## src/rtl/alu_mc.sv

```systemverilog
// alu_mc: multi-cycle EX-stage ALU.
// Single-cycle logic/arithmetic/shift ops, iterative shift-add MULTU.
// Optional restoring DIVU, enabled by defining ALU_MC_DIVU_EN.
// Results are registered; done pulses for one cycle when they are valid.
module alu_mc #(
    parameter int WIDTH = 32,
    parameter int SHW   = $clog2(WIDTH)
) (
    input  logic             clk,
    input  logic             rst_n,
    input  logic             start,
    input  logic [WIDTH-1:0] dataA,
    input  logic [WIDTH-1:0] dataB,
    input  logic [5:0]       Signal,
    output logic [WIDTH-1:0] dataOut,
    output logic [WIDTH-1:0] hi,
    output logic             zero,
    output logic             busy,
    output logic             done
);

    localparam logic [5:0] F_SLL   = 6'd0;
    localparam logic [5:0] F_SRL   = 6'd2;
    localparam logic [5:0] F_MULTU = 6'd25;
    localparam logic [5:0] F_ADD   = 6'd32;
    localparam logic [5:0] F_SUB   = 6'd34;
    localparam logic [5:0] F_AND   = 6'd36;
    localparam logic [5:0] F_OR    = 6'd37;
    localparam logic [5:0] F_SLT   = 6'd42;
`ifdef ALU_MC_DIVU_EN
    localparam logic [5:0] F_DIVU  = 6'd27;
`endif

    // Iteration counter must be able to hold WIDTH itself.
    localparam int            CW       = SHW + 1;
    localparam logic [CW-1:0] CNT_INIT = CW'(WIDTH);
    localparam logic [CW-1:0] CNT_ONE  = CW'(1);

    typedef enum logic [1:0] {
        S_IDLE = 2'd0,
        S_MUL  = 2'd1,
        S_DIV  = 2'd2,
        S_DONE = 2'd3
    } state_t;

    state_t             state_q, state_d;
    logic [WIDTH-1:0]   dout_q, dout_d;
    logic [WIDTH-1:0]   hi_q, hi_d;
    logic               zero_q, zero_d;
    // Multiplicand for MULTU, divisor for DIVU.
    logic [WIDTH-1:0]   opnd_q, opnd_d;
    // MULTU: {partial product, remaining multiplier bits} -- the multiplier
    // occupies the low half and is shifted out as product bits shift in.
    // DIVU: {partial remainder, dividend/quotient}.
    logic [2*WIDTH-1:0] acc_q, acc_d;
    logic [CW-1:0]      cnt_q, cnt_d;

    logic               is_mul;
    logic               is_div;
    logic [WIDTH-1:0]   sub_res;
    logic               slt_ovf;
    logic [SHW-1:0]     shamt;
    logic [WIDTH-1:0]   one_res;
    logic [WIDTH:0]     mul_sum;
    logic [2*WIDTH-1:0] mul_next;
`ifdef ALU_MC_DIVU_EN
    logic [WIDTH:0]     rem_shift;
    logic [WIDTH:0]     div_diff;
    logic [2*WIDTH-1:0] div_next;
`endif

    assign is_mul = (Signal == F_MULTU);
`ifdef ALU_MC_DIVU_EN
    assign is_div = (Signal == F_DIVU);
`else
    assign is_div = 1'b0;
`endif

    // Single-cycle result; SLT uses sign of A-B corrected by signed overflow.
    always_comb begin
        sub_res = dataA - dataB;
        slt_ovf = (dataA[WIDTH-1] ^ dataB[WIDTH-1]) & (sub_res[WIDTH-1] ^ dataA[WIDTH-1]);
        shamt   = dataB[SHW-1:0];
        one_res = '0;
        case (Signal)
            F_AND:   one_res = dataA & dataB;
            F_OR:    one_res = dataA | dataB;
            F_ADD:   one_res = dataA + dataB;
            F_SUB:   one_res = sub_res;
            F_SLT:   one_res = {{(WIDTH-1){1'b0}}, sub_res[WIDTH-1] ^ slt_ovf};
            F_SLL:   one_res = dataA << shamt;
            F_SRL:   one_res = dataA >> shamt;
            default: one_res = '0;
        endcase
    end

    // One shift-add step: conditional add into upper half with carry, then shift right.
    always_comb begin
        mul_sum  = {1'b0, acc_q[2*WIDTH-1:WIDTH]} + {1'b0, (acc_q[0] ? opnd_q : {WIDTH{1'b0}})};
        mul_next = {mul_sum, acc_q[WIDTH-1:1]};
    end

`ifdef ALU_MC_DIVU_EN
    // One restoring-divide step; a zero divisor naturally yields all-ones
    // quotient with the dividend left as remainder.
    always_comb begin
        rem_shift = {acc_q[2*WIDTH-1:WIDTH], acc_q[WIDTH-1]};
        div_diff  = rem_shift - {1'b0, opnd_q};
        if (!div_diff[WIDTH])
            div_next = {div_diff[WIDTH-1:0], acc_q[WIDTH-2:0], 1'b1};
        else
            div_next = {rem_shift[WIDTH-1:0], acc_q[WIDTH-2:0], 1'b0};
    end
`endif

    // FSM state register.
    always_ff @(posedge clk or negedge rst_n) begin
        if (!rst_n) state_q <= S_IDLE;
        else        state_q <= state_d;
    end

    // FSM next-state logic.
    always_comb begin
        state_d = state_q;
        case (state_q)
            S_IDLE: begin
                if (start) begin
                    if (is_mul)      state_d = S_MUL;
                    else if (is_div) state_d = S_DIV;
                    else             state_d = S_DONE;
                end
            end
            S_MUL:   if (cnt_q == CNT_ONE) state_d = S_DONE;
`ifdef ALU_MC_DIVU_EN
            S_DIV:   if (cnt_q == CNT_ONE) state_d = S_DONE;
`endif
            S_DONE:  state_d = S_IDLE;
            default: state_d = S_IDLE;
        endcase
    end

    // FSM outputs: busy during iterations, done for the single DONE cycle.
    always_comb begin
        busy = (state_q == S_MUL) || (state_q == S_DIV);
        done = (state_q == S_DONE);
    end

    // Datapath next-state: operand capture, iteration, result write-back.
    always_comb begin
        dout_d = dout_q;
        hi_d   = hi_q;
        zero_d = zero_q;
        opnd_d = opnd_q;
        acc_d  = acc_q;
        cnt_d  = cnt_q;
        case (state_q)
            S_IDLE: begin
                if (start) begin
                    if (is_mul) begin
                        opnd_d = dataA;
                        acc_d  = {{WIDTH{1'b0}}, dataB};
                        cnt_d  = CNT_INIT;
                    end else if (is_div) begin
                        opnd_d = dataB;
                        acc_d  = {{WIDTH{1'b0}}, dataA};
                        cnt_d  = CNT_INIT;
                    end else begin
                        dout_d = one_res;
                        hi_d   = '0;
                        zero_d = (one_res == '0);
                    end
                end
            end
            S_MUL: begin
                acc_d = mul_next;
                cnt_d = cnt_q - CNT_ONE;
                if (cnt_q == CNT_ONE) begin
                    dout_d = mul_next[WIDTH-1:0];
                    hi_d   = mul_next[2*WIDTH-1:WIDTH];
                    zero_d = (mul_next[WIDTH-1:0] == '0);
                end
            end
`ifdef ALU_MC_DIVU_EN
            S_DIV: begin
                acc_d = div_next;
                cnt_d = cnt_q - CNT_ONE;
                if (cnt_q == CNT_ONE) begin
                    dout_d = div_next[WIDTH-1:0];
                    hi_d   = div_next[2*WIDTH-1:WIDTH];
                    zero_d = (div_next[WIDTH-1:0] == '0);
                end
            end
`endif
            default: ;
        endcase
    end

    // Datapath registers; reset aborts any operation in flight.
    always_ff @(posedge clk or negedge rst_n) begin
        if (!rst_n) begin
            dout_q <= '0;
            hi_q   <= '0;
            zero_q <= 1'b1;
            opnd_q <= '0;
            acc_q  <= '0;
            cnt_q  <= '0;
        end else begin
            dout_q <= dout_d;
            hi_q   <= hi_d;
            zero_q <= zero_d;
            opnd_q <= opnd_d;
            acc_q  <= acc_d;
            cnt_q  <= cnt_d;
        end
    end

    assign dataOut = dout_q;
    assign hi      = hi_q;
    assign zero    = zero_q;

endmodule

```

## config.mk

```make
export PLATFORM = sky130hd
export DESIGN_NAME = alu_mc
export DESIGN_NICKNAME = d
export VERILOG_FILES = /design/src/rtl/alu_mc.sv
export SDC_FILE = /design/constraint.sdc
export NUM_CORES = 1
export LEC_CHECK = 0
export BUFFER_PORTS_ARGS = -buffer_cell sky130_fd_sc_hd__clkbuf_2
export CAP_MARGIN = 20
export CORE_UTILIZATION = 30
export CTS_BUF_LIST = sky130_fd_sc_hd__clkbuf_4 sky130_fd_sc_hd__clkbuf_8 sky130_fd_sc_hd__clkbuf_16
export DETAILED_ROUTE_END_ITERATION = 6
export SYNTH_ARGS = -nofsm -noshare
export SYNTH_HDL_FRONTEND = slang
export SYNTH_SLANG_ARGS = --single-unit
```

## constraint.sdc

```tcl
create_clock -name clk -period 3.4 [get_ports clk]
set_input_delay 0.68 -clock clk [delete_from_list [all_inputs] [get_ports clk]]
set_output_delay 0.68 -clock clk [all_outputs]
set_load 0.03 [all_outputs]
```

==> results of run 1 <==
[where the power goes]
group	leakage, nW	switching [mW]	internal, mW
clock network	0.274	0.916	0.976
logic	9.89	3.92	2.67
registers	2.16	0.498	2.56
[flip-flops by register name, summed over array words and instances (netlist names)]
name,count
opnd_q,32
cnt_q,6
zero,1
state_q,2
dataOut,32
acc_q,64
hi,32
[path summary, 6_finish.rpt]
path,slack [ps],depth (start not counted),end
setup / recovery,-1580,26,zero$_DFFE_PN1P_
hold / removal,250,1,opnd_q[8]$_DFFE_PN0P_
setup reg to reg,-10,16,hi[31]$_DFFE_PN0P_
hold reg to reg,480,2,opnd_q[11]$_DFFE_PN0P_
max in group asynchronous,2330,2,zero$_DFFE_PN1P_
min in group clk,480,2,opnd_q[11]$_DFFE_PN0P_
[synth_stat cells, types with 51 or more instances]
cell / instances
o22ai_1: 73
nand2_1: 272
clkbuf_1: 118
a21oi_1: 148
nor2_1: 164
o21ai_0: 191
nand3_1: 59
dfrtp_1: 168
nor3_1: 51
ha_1: 139
inv_1: 106
mux4_2: 63
mux2i_1: 70
[area by class of cell]
cell class                      instances  area [µm²]
Fill cell                            5874       33300
Multi-Input combinational cell       1814       14400
Timing Repair Buffer                  833        6540
Sequential cell                       169        4230
Tap cell                              782         978
Inverter                              109         452
Clock buffer                           18         433
Clock inverter                         14         129
Antenna cell                            3        7.51
[placed cells by master (no fill, tap or decap), types with 44 or more instances in the layout]
cell / Yosys / routed
nor3_1: 51 / 44
buf_4: 8 / 635
mux4_2: 63 / 63
a21oi_1: 148 / 131
nand2_1: 272 / 270
o21ai_0: 191 / 156
nor2_1: 164 / 150
ha_1: 139 / 105
dfrtp_1: 168 / 168
inv_1: 106 / 84
o22ai_1: 73 / 71
clkbuf_2: 0 / 121
nand3_1: 59 / 54
mux2i_1: 70 / 66
buf_6: 6 / 50
[through the flow]
stage | hold slack (ps) | power, mW | cells
2_1_floorplan | 384 | 6.60 | 2266
3_3_place_gp | 457 | 8.92 | 3632
3_5_place_dp | 465 | 9.04 | 3632
4_1_cts | 272 | 11.2 | 3693
5_1_grt | 302 | 12.2 | 3739
6_report | 250 | 11.5 | 3742
[cell families after synthesis]
kind of cell | Yosys count
buffers and inverters | 283
and+or+nand+nor | 725
adders and majority gates | 143
xor gates and xnor gates | 42
AOI/OAI and AO/OA | 725
muxes | 179
DFF | 169
[repair_timing]
action,CTS,global route
gates cloned,6,1
gates resized for setup,174,193
pin swaps,56,80
endpoints found under the setup margin,44,46
setup buffers,25,51
[critical path: cells and delay by family]
family / cells / cell delay (ps)
compound gates: 7 / 1150
fa+ha+maj: 2 / 740
buf+inv: 2 / 230
simple gates: 15 / 2530
[layer usage]
layer  track usage  wire (µm)  share of wire
met1         0.403      40300           0.41
met2         0.464      42000           0.43
met3        0.0647       9550          0.098
met4         0.133       5390          0.055
met5             0         37        0.00038
==> results.md, run 1 <==
* Worst clock skew at 13.7 ps
* CP max-delay cell: or4b_4
* Die area at 62400 µm²
* Mux contribution to synthesized area at 0.145
* Peak VDD IR at 0.470 mV
* Cells after Synth at 2266
* WL/cell at roughly 26 µm
* Vias at 22.1k
* Cell variety after synth at 91
* # IOs at 140
* I/O Buffers at 139
* Cell mode on critical path: nand2_1
* WS Path Type: in -> reg
* Clock Path Buffers at 2
* Clk slew on worst S/H paths at 80 ps
* Post-Syn Area at ~18000 µm²
* Simple-Gate Fraction of Synth Area at 0.185
* Placed cell area at 24200 µm²
* Relative max-transition margin at 0.400
* Worst-Margin Slew at roughly 900 ps
* Routability Congestion at approximately 1.0
* DIE WIDTH at 250 µm
* Arrival @ worst endpoint at 5350 ps
* Tot GR Track Use at 0.301
* Hold bufs inserted after CTS at 0
* Async S/R FF share, synth at 1.00
* Syn_nets at 2482
* Routed WL at roughly 97000 µm
* Die H at 250 µm
* CP required at 3770 ps
* Lkg Pwr at 12.3 nW
* Pins over their slew limit at 0
* Post-DP HPWL at 75400 µm
* Seq cells post-synth at 169
* Crit path from: dataB[20]
* Setup TNS at -6860 ps
* P per Cell Area at between 400 and 500 nW/µm²
* Post-route cell area at 27100 µm²
* Clk sinks at around 170
* Worst Setup End Kind: flip-flop
* H-tree levels at 4
* Worst-path fanout max at 4
* Post-route DRC violation count at 0
* Starting density of the core at 0.305
* Element type at the critical path start: primary input
* Post-synthesis xor/xnor area fraction at 0.0200
* Dominant synthesized flop cell: dfrtp_1
* Period utilization at 1.46
* Worst skew pair latency at ~450 ps
* Final net count at ~3.2k
* First DRT Iteration DRCs at approximately 2.4k
* Synth top area cells: dfrtp_1, ha_1, mux4_2
* Core area at 60500 µm²
* Share of cells above drive strength 1 at 0.405
* Min Tclk post-route at 4980 ps
* Tightest Hold Check Type: in -> async
* CTS tree: yes
* Number of global-route vias before repair at 21.3k
* Maxcap violations at 0
* Largest net degree at the start of global routing at 76
* Ys Warns at 0
* Final global-route overflow total at 0
* Via-to-Cell Ratio at 5.90
* Unrepaired setup endpoints after global routing: yes
* Main combinational cell family by area after synthesis: compound AO/OA/AOI/OAI gates
* Post-synthesis sequential area ratio at 0.230
* Final ANT Viol Nets at 0
* Fmax achieved at between 0.2 and 0.25 GHz
* Slowest cell delay on critical path at roughly 520 ps
* Yosys top cell area share at 0.228
* Status: complete, but fails checks
* 1st-pass router iterations at 6
* Failing checks: setup timing
* Fin. Hold Viols at 0
* Post-synth EDFFs at 0
* Setup WS pre-CTS at -2610 ps
* Num CTS Buffers at 17
* Area leader, netlist: dfrtp_1
* Mapped Avg Cell Area at 8.13 µm²
* # setup viols final at 19
* RR Startpoint: acc_q[0]$_DFFE_PN0P_
* Post-synthesis compound-gate area fraction at 0.257
* Global-route wire length before repair at 141000 µm
* Final WS setup at -1580 ps
* Row count at 90
* Area Growth Syn to Fin at 47.3%
* Root Driver: clkbuf_16
* Core Util, Final at 0.449
* Initial antenna violation count at 15
* Synth Area in Adders at 0.0988
Note: power is estimated with default switching activity, not from simulation.
==> run 2: changes to the inputs <==
Settings changed: MAX_ROUTING_LAYER set to met4.
==> results.md, run 2 (synthesized netlist as in run 1, its figures left out) <==
* Status: complete, but fails checks (unchanged)
* Failing checks: setup timing (unchanged)
* Largest register FFs at 64 (unchanged)
* Via-to-Cell Ratio at 5.85 (was 5.90)
* Element type at the critical path start: primary input (unchanged)
* Commonest cells after routing, fill and taps aside: buf_4, nand2_1, dfrtp_1 (unchanged)
* Arrival @ worst endpoint at 5360 ps (was 5350 ps)
* Worst-path fanout max at 6 (was 4)
* Post-route DRC violation count at 0 (unchanged)
* Core area at 60500 µm² (unchanged)
* Relative max-transition margin at 0.200 (was 0.400)
* Clock Path Buffers at 2 (unchanged)
* Routability Congestion at 1.11 (was 1.05)
* Vias at 22.1k (about the same)
* DIE WIDTH at 250 µm (unchanged)
* Core Util, Final at 0.455 (was 0.449)
* # setup viols final at 18 (was 19)
* Root Driver: clkbuf_16 (unchanged)
* Tightest Hold Check Type: in -> async (unchanged)
* Largest net degree at the start of global routing at 74 (was 76)
* Die H at 250 µm (unchanged)
* Global-route wire length before repair at 144000 µm (was 141000 µm)
* CTS tree: yes (unchanged)
* P per Cell Area at 425 nW/µm² (was 426 nW/µm²)
* WL/cell at 27.0 µm (was 26.0 µm)
* Worst clock skew at 13.5 ps (was 13.7 ps)
* I/O Buffers at 139 (unchanged)
* Min Tclk post-route at 4980 ps (about the same)
* Worst Setup End Kind: flip-flop (unchanged)
* Setup TNS at -5790 ps (was -6860 ps)
* Post-DP HPWL at 79100 µm (was 75400 µm)
* 1st-pass router iterations at 6 (unchanged)
* # IOs at 140 (unchanged)
* Maxcap violations at 0 (unchanged)
* Biggest register: acc_q (unchanged)
* Worst skew pair latency at 460 ps (was 450 ps)
* Final global-route overflow total at 0 (unchanged)
* Period utilization at 1.46 (about the same)
* Die area at 62400 µm² (unchanged)
* Row count at 90 (unchanged)
* WS Path Type: in -> reg (unchanged)
* Number of global-route vias before repair at 21.2k (was 21.3k)
* Pwr Total at 11.7 mW (was 11.5 mW)
* Area Growth Syn to Fin at 49.4% (was 47.3%)
* Fillers at 5901 (was 5874)
* Clk sinks at 169 (unchanged)
* Placed cell area at 24600 µm² (was 24200 µm²)
* Fmax achieved at 0.201 GHz (about the same)
* Final ANT Viol Nets at 0 (unchanged)
* Fin. Hold Viols at 0 (unchanged)
* CP required at 3780 ps (was 3770 ps)
* Placed cell count at 3663 (was 3632)
* Post-route cell area at 27500 µm² (was 27100 µm²)
* First DRT Iteration DRCs at 2445 (was 2409)
* Peak VDD IR at 0.421 mV (was 0.470 mV)
* Initial antenna violation count at 13 (was 15)
* Commonest non-fill, non-tap cell in the layout: buf_4 (unchanged)
* Unrepaired setup endpoints after global routing: yes (unchanged)
* Starting density of the core at 0.305 (unchanged)
* Share of cells above drive strength 1 at 0.415 (was 0.405)
* Clk slew on worst S/H paths at 70 ps (was 80 ps)
* Routed WL at 102000 µm (was 97200 µm)
* Post-Layout Cell Count at 3777 (was 3742)
* Lkg Pwr at 12.5 nW (was 12.3 nW)
* Num CTS Buffers at 17 (unchanged)
* Pins over their slew limit at 0 (unchanged)
* Final net count at 3193 (was 3160)
* Final WS setup at -1580 ps (about the same)
* Worst-Margin Slew at 1190 ps (was 900 ps)
* Tot GR Track Use at 0.322 (was 0.301)
* H-tree levels at 4 (unchanged)
[run 2: layout make-up]
cell class                 instances  area (µm²)  share of cell area
multi-input combinational       1814       14400               0.522
timing repair buffer             866        6900               0.251
sequential                       169        4230               0.154
tap                              782         978              0.0356
inverter                         109         449              0.0163
clock buffer                      17         425              0.0155
clock inverter                    15         169             0.00614
antenna                            5        12.5            0.000455
[run 2: worst paths after layout]
check                           depth (start not counted)  slack, ps                    from                      end
worst min-delay path                                    1        240                   rst_n    acc_q[41]$_DFFE_PN0P_
worst max-delay path                                   26      -1580               dataB[11]         zero$_DFFE_PN1P_
worst min register to register                          2        480  opnd_q[29]$_DFFE_PN0P_   opnd_q[29]$_DFFE_PN0P_
worst max register to register                         14       -130    acc_q[0]$_DFFE_PN0P_       hi[30]$_DFFE_PN0P_
max in group asynchronous                               2       2330                   rst_n  dataOut[31]$_DFFE_PN0P_
min in group clk                                        2        480  opnd_q[29]$_DFFE_PN0P_   opnd_q[29]$_DFFE_PN0P_
[run 2: power breakdown]
group          switching, mW  leakage, nW  internal [mW]
registers              0.502         2.15           2.56
logic                   3.97         10.1           2.71
clock network          0.963        0.286          0.993
[run 2: per-layer routing]
metal	wire length [µm]	share of wire	vias to the layer above	track usage
li1	-	-	9857	-
met3	10000	0.098	259	0.0585
met1	42400	0.42	10683	0.426
met5	0	0	-	-
met2	44400	0.44	1296	0.483
met4	5200	0.051	0	0.130
[run 2: metrics by stage]
stage          hold slack, ps  setup WS (ps)
3_3_place_gp              457          -2630
6_report                  243          -1580
2_1_floorplan             384          -1890
4_1_cts                   258          -1830
5_1_grt                   283          -1870
3_5_place_dp              463          -2740
[run 2: what timing repair did]
| item | in CTS | in global routing |
|---|---|---|
| setup endpoints to repair | 49 | 49 |
| hold endpoints to repair | 0 | 0 |
| gates cloned | 4 | 5 |
| hold buffers | 0 | 0 |
| resized for setup | 183 | 174 |
| pin swaps | 57 | 81 |
| setup buffers | 20 | 56 |
[run 2: worst max-delay path, cell delays in order]
cell and delay, ps:
buf_6 90, inv_2 70, ha_4 210, nor2_4 160
nand3_4 130, a211oi_4 420, o31ai_4 160, o2111ai_2 250
a31oi_1 120, o21ai_1 130, nand2_1 60, a21oi_1 130
nor2_1 80, fa_2 400, and3_4 190, o21ai_2 120
nand4_1 130, a2111oi_4 250, nand4_1 150, nor4b_2 250
or4b_4 500, nor4_4 180, nand2_1 130, nor4_2 140
nand3_1 110, o211ai_2 70
